$ cat src/rtl/csi2_packet_parser.sv
// Single-lane CSI-2 packet parser: header decode, ECC check, payload gating,
// payload CRC check and frame/line sync pulses for one packet per HS burst.
module csi2_packet_parser #(
   parameter logic [15:0] WC_MAX = 16'd4096
) (
   input  logic        clk,
   input  logic        rst,
   input  logic        hs_mode,
   input  logic        found_sot,
   input  logic        byte_gate,
   input  logic [7:0]  mipi_byte,
   output logic        hdr_valid,
   output logic [1:0]  vc,
   output logic [5:0]  dt,
   output logic [15:0] wc,
   output logic        ecc_err,
   output logic        pix_valid,
   output logic [7:0]  pix_byte,
   output logic        pkt_end,
   output logic        crc_err,
   output logic        frame_start,
   output logic        frame_end,
   output logic        line_start,
   output logic        line_end,
   output logic        trunc_err,
   output logic        wc_err
);

   typedef enum logic [2:0] {IDLE, HDR, PAYLOAD, CRC, WAIT_LP} state_t;

   state_t      state, state_n;
   logic        acc;
   logic [1:0]  hdr_cnt;
   logic [7:0]  di, hb1, hb2, crc_lo;
   logic        crc_cnt;
   logic [15:0] remain, crc, wc_rx;
   logic [5:0]  dt_rx;
   logic        short_pkt, ecc_bad;
   logic        hdr_fire, pix_fire, end_fire, trunc_fire, wc_fire;

   // Row masks of the 6-bit header Hamming code over D[23:0].
   function automatic logic [7:0] ecc_calc(input logic [23:0] d);
      logic [7:0] p;
      p    = 8'h00;
      p[0] = ^(d & 24'hF12CB7);
      p[1] = ^(d & 24'hF2555B);
      p[2] = ^(d & 24'h749A6D);
      p[3] = ^(d & 24'hB8E38E);
      p[4] = ^(d & 24'hDF03F0);
      p[5] = ^(d & 24'hEFFC00);
      return p;
   endfunction

   function automatic logic [15:0] crc_step(input logic [15:0] c,
                                            input logic [7:0]  d);
      logic [15:0] r;
      r = c;
      for (int i = 0; i < 8; i++)
         r = (r >> 1) ^ ((r[0] ^ d[i]) ? 16'h8408 : 16'h0000);
      return r;
   endfunction

   assign acc       = hs_mode & found_sot & byte_gate;
   assign wc_rx     = {hb2, hb1};
   assign dt_rx     = di[5:0];
   assign short_pkt = (dt_rx[5:4] == 2'b00);
   assign ecc_bad   = (mipi_byte != ecc_calc({hb2, hb1, di}));

   always_ff @(posedge clk or posedge rst) begin
      if (rst) state <= IDLE;
      else     state <= state_n;
   end

   always_comb begin
      state_n    = state;
      hdr_fire   = 1'b0;
      pix_fire   = 1'b0;
      end_fire   = 1'b0;
      trunc_fire = 1'b0;
      wc_fire    = 1'b0;
      unique case (state)
         IDLE: if (acc) state_n = HDR;
         HDR: begin
            if (!hs_mode) begin
               trunc_fire = 1'b1;
               state_n    = IDLE;
            end else if (acc && hdr_cnt == 2'd3) begin
               hdr_fire = 1'b1;
               if (short_pkt) begin
                  state_n = WAIT_LP;
               end else if (wc_rx > WC_MAX) begin
                  wc_fire = 1'b1;
                  state_n = WAIT_LP;
               end else if (wc_rx == 16'd0) begin
                  state_n = CRC;
               end else begin
                  state_n = PAYLOAD;
               end
            end
         end
         PAYLOAD: begin
            if (!hs_mode) begin
               trunc_fire = 1'b1;
               state_n    = IDLE;
            end else if (acc) begin
               pix_fire = 1'b1;
               if (remain == 16'd1) state_n = CRC;
            end
         end
         CRC: begin
            if (!hs_mode) begin
               trunc_fire = 1'b1;
               state_n    = IDLE;
            end else if (acc && crc_cnt) begin
               end_fire = 1'b1;
               state_n  = WAIT_LP;
            end
         end
         WAIT_LP: if (!hs_mode) state_n = IDLE;
         default: state_n = IDLE;
      endcase
   end

   always_ff @(posedge clk or posedge rst) begin
      if (rst) begin
         hdr_cnt     <= 2'd0;
         di          <= 8'h00;
         hb1         <= 8'h00;
         hb2         <= 8'h00;
         crc_lo      <= 8'h00;
         crc_cnt     <= 1'b0;
         remain      <= 16'd0;
         crc         <= 16'hFFFF;
         hdr_valid   <= 1'b0;
         vc          <= 2'd0;
         dt          <= 6'd0;
         wc          <= 16'd0;
         ecc_err     <= 1'b0;
         pix_valid   <= 1'b0;
         pix_byte    <= 8'h00;
         pkt_end     <= 1'b0;
         crc_err     <= 1'b0;
         frame_start <= 1'b0;
         frame_end   <= 1'b0;
         line_start  <= 1'b0;
         line_end    <= 1'b0;
         trunc_err   <= 1'b0;
         wc_err      <= 1'b0;
      end else begin
         hdr_valid   <= hdr_fire;
         pix_valid   <= pix_fire;
         pkt_end     <= end_fire;
         trunc_err   <= trunc_fire;
         wc_err      <= wc_fire;
         frame_start <= hdr_fire & short_pkt & ~ecc_bad & (dt_rx == 6'h00);
         frame_end   <= hdr_fire & short_pkt & ~ecc_bad & (dt_rx == 6'h01);
         line_start  <= hdr_fire & short_pkt & ~ecc_bad & (dt_rx == 6'h02);
         line_end    <= hdr_fire & short_pkt & ~ecc_bad & (dt_rx == 6'h03);
         if (state == IDLE && acc) begin
            di      <= mipi_byte;
            hdr_cnt <= 2'd1;
         end
         if (state == HDR && acc) begin
            hdr_cnt <= hdr_cnt + 2'd1;
            if (hdr_cnt == 2'd1) hb1 <= mipi_byte;
            if (hdr_cnt == 2'd2) hb2 <= mipi_byte;
         end
         // CRC seed reloads per header so an aborted packet leaves no residue.
         if (hdr_fire) begin
            vc      <= di[7:6];
            dt      <= dt_rx;
            wc      <= wc_rx;
            ecc_err <= ecc_bad;
            remain  <= wc_rx;
            crc     <= 16'hFFFF;
            crc_cnt <= 1'b0;
         end
         if (pix_fire) begin
            pix_byte <= mipi_byte;
            crc      <= crc_step(crc, mipi_byte);
            remain   <= remain - 16'd1;
         end
         if (state == CRC && acc && !crc_cnt) begin
            crc_lo  <= mipi_byte;
            crc_cnt <= 1'b1;
         end
         if (end_fire) crc_err <= (crc != {mipi_byte, crc_lo});
      end
   end

endmodule

$ cat config.mk
export PLATFORM = sky130hd
export DESIGN_NAME = csi2_packet_parser
export DESIGN_NICKNAME = d
export VERILOG_FILES = /design/src/rtl/csi2_packet_parser.sv
export SDC_FILE = /design/constraint.sdc
export NUM_CORES = 1
export LEC_CHECK = 0
export ABC_AREA = 1
export BUFFER_PORTS_ARGS = -buffer_cell sky130_fd_sc_hd__clkbuf_2
export CORE_AREA = 2 2 115 117
export CTS_CLUSTER_DIAMETER = 80
export DETAILED_ROUTE_END_ITERATION = 8
export DIE_AREA = 0 0 117 119
export PLACE_DENSITY = 0.68
export RECOVER_POWER = 50
export SLEW_MARGIN = 0
export SYNTH_ARGS = -nofsm -noshare
export SYNTH_HDL_FRONTEND = slang
export SYNTH_SLANG_ARGS = --single-unit
$ cat constraint.sdc
create_clock -name clk -period 4.3 [get_ports clk]
set_input_delay 0.43 -clock clk [delete_from_list [all_inputs] [get_ports clk]]
set_output_delay 0.43 -clock clk [all_outputs]
set_load 0.03 [all_outputs]
==> summary.md <==
| Metric | Value |
|---|---|
| Resized cells post-CTS | 0 |
| Final #Nets | 889 |
| Chip Height | 119 um |
| Die area | 13900 um^2 |
| Initial antenna violation count | 0 |
| Cell area after layout | 7250 um^2 |
| Drt drc | 0 |
| Least-Margin Pin Slew | 2.24 ns |
| CTS Buf Count | 17 |
| Worst path max stage delay | 1.60 ns |
| VDD IR max | 0.346 mV |
| Cell family with most CP delay | buffers and inverters |
| Critical path class | flop to flop |
| Worst Setup End Kind | flop |
| Cell Area, Synth | 6250 um^2 |
| P per Cell Area | 845 nW/um^2 |
| Worst-Skew Late Latency | 0.42 ns |
| Worst-path cell chain | ha_1 > inv_1 > nor2_1 > nand2_2 > clkbuf_1 > nor3_2 > nand2_1 > inv_1 > nand2_1 > nor2_1 > nand3_1 > nor2_1 |
| Bufs on Longest Clock Path | 2 |
| Startpoint Class | flop |
| I/O Buffers | 55 |
| TNS Setup | 0 ns |
| Routability congestion estimate | 0.892 |
| Final worst slack | 1.20 ns |
| GR Overflow Total | 0 |
| CP Buf/Inv Count | 3 |
| Dpl cell area | 6680 um^2 |
| Die W | 117 um |
| Fin crit share | 72.1% |
| Layout cells sized above 1 | 8.99% |
| 1st-pass router iterations | 5 |
| Via density per instance | 5.14 |
| First-pass GRT wire length | 25700 um |
| FF+latch count, synth | 113 |
| Number of antenna diodes | 0 |
| I/O pin total | 56 |
| Max Cap Viol | 1 |
| Post-layout min period | 3.10 ns |
| Layout Skew | 0.00838 ns |
| Mapped Cells | 797 |
| Fin. Hold Viols | 0 |
| TritonCTS clock tree | built |
| Outcome | complete, but fails checks |
| Synthesis Warnings | 0 |
| Post-DRT Antenna Nets | 0 |
| Vias in the first global route | 5166 |
| Fmax achieved | 0.322 GHz |
| Final Setup Violations | 0 |
| Worst-path clk slew | 0.06 ns |
| Worst EP required | 4.59 ns |
| Clock H-tree levels | 4 |
| Tot Pwr | 0.00612 W |
| Detail Placement HPWL | 11100 um |
| GRT Total Usage | 24.2% |
| Worst Path Arrival | 3.39 ns |
| Root buffer cell | clkbuf_16 |
| Violated checks | capacitance limit, slew limit |
| Crit-path max FO | 51 |
| CORE AREA | 12900 um^2 |
| # rows | 42 |
| Initial Util | 48.6% |
| Unrepaired setup endpoints after global routing | no |
| Initial DRC count | 341 |
| Vias post-DR | 5365 |
| Routed wire length | 15400 um |
| Largest net degree at the start of global routing | 53 |
| DP Worst Slack | 2.07 ns |
| Area Growth Syn to Fin | 15.9% |
| Static Leak | 3.62 nW |
| Seq/Total Area, Yosys | 45.5% |
| Syn_area_per_cell | 7.85 um^2 |
| Worst slew margin | -49.4% |
| Syn_nets | 831 |
| Crit-path slowest cell | clkbuf_1 |
| Hold Crit Class | input port to flop |
| Final hold slack | 0.318 ns |
| Synth cell types | 41 |
| WL/cell | 14.8 um |
| TritonCTS Sinks | 113 |
| Most frequent CP cell | nor2_1 |
| Pins Over Slew Limit | 52 |
[kinds of logic after synthesis]
logic type	after synthesis	share of synthesized area [%]
adder cells (fa/ha/maj)	21	4.20
flip-flops	113	45.5
buffers and inverters	117	7.34
AO/OA/AOI/OAI	142	12.6
AND/OR/NAND/NOR	361	24.3
XOR/XNOR	43	6.02
[sequential cells by signal, indices dropped and copies added, names as in the netlist, 2 cells and up]
signal	count
state	3
crc_lo	8
hdr_cnt	2
pix_byte	8
wc	16
dt	6
hb2	8
di	8
remain	16
vc	2
hb1	8
crc	16
[cell type report]
cell class                      instances  area (um^2)
Tap cell                              176          220
Fill cell                            1258         5630
Inverter                               97          365
Clock buffer                           21          460
Timing Repair Buffer                   59          246
Multi-Input combinational cell        567         2950
Clock inverter                         11          161
Sequential cell                       113         2850
[per-layer routing]
| layer | wire length, um | GRT usage, % |
|---|---|---|
| met5 | 0 | 0 |
| met4 | 360 | 9.63 |
| met3 | 683 | 5.65 |
| met2 | 7070 | 37.0 |
| met1 | 7320 | 33.2 |
[what timing repair did]
| action | 4_1_cts | 5_1_grt |
|---|---|---|
| hold buffers | 1 | 0 |
| hold endpoints to repair | 14 | 0 |
| setup buffers | 0 | 0 |
[synth_stat cells (all sizes together)]
cell type    n  area (um^2)
nand3b       1         7.51
o21a         1         7.51
dfstp       16          420
o22a         1         8.76
o2111ai      2         17.5
o221ai       2         17.5
nor3        10         60.1
ha          21          263
xnor2       19          166
dfrtp       97         2430
clkbuf      13         51.3
inv         97          364
a21oi       25          125
nand2b       1         6.26
nor2        38          160
o211ai       8         65.1
o21ai       91          455
a221oi       2         17.5
xor2        24          210
o22ai        6         37.5
or3          1         11.3
o311ai       3         26.3
nor4         3         18.8
nand3       45          243
a22oi        1         7.51
or2          6         37.5
nand2      253          960
nand4        3         18.8
buf          7         43.8
[final timing paths]
kind	start	to	slack (ns)	cells past startpoint
worst max-delay path	hdr_cnt[0]	frame_start	1.20	12
worst min-delay path	hs_mode	trunc_err	0.32	2
worst max register to register	hdr_cnt[0]	frame_start	1.20	12
worst min register to register	wc[11]	wc[11]	0.48	2
max in group asynchronous	rst	di[5]	1.65	4
min in group asynchronous	rst	hb1[1]	0.81	3
[stage by stage]
stage,utilization [%],cells
final,56.3,1044
after global routing,56.3,1044
after CTS,56.8,1044
after detailed placement,51.9,1011
after global placement,51.9,1011
after floorplan,-,797
[cell usage in the layout (no fill, tap or decap), types with 3 or more instances in the layout]
cell	netlist	routed
o311ai_0	3	3
ha_1	21	21
o21ai_0	91	91
or2_2	6	6
nand4_1	3	3
inv_1	94	94
clkbuf_16	0	17
clkbuf_2	2	12
nand2_1	251	251
clkinv_2	0	5
dfstp_2	16	16
o211ai_1	7	7
bufinv_16	0	4
nor3_1	8	8
nor4_1	3	3
nand3_1	43	43
clkbuf_1	11	47
xnor2_1	19	19
a21oi_1	25	25
nor2_1	35	36
o22ai_1	6	6
xor2_1	24	24
dfrtp_1	97	97
[power breakdown]
group | total (W) | switching [W] | leakage [nW] | internal (W)
clock network | 0.00148 | 0.000486 | 0.307 | 0.000994
registers | 0.00179 | 0.000325 | 1.45 | 0.00146
logic | 0.00285 | 0.00184 | 1.87 | 0.00101
total | 0.00612 | 0.00265 | 3.62 | 0.00347
Power figures use the tool's default switching activity.
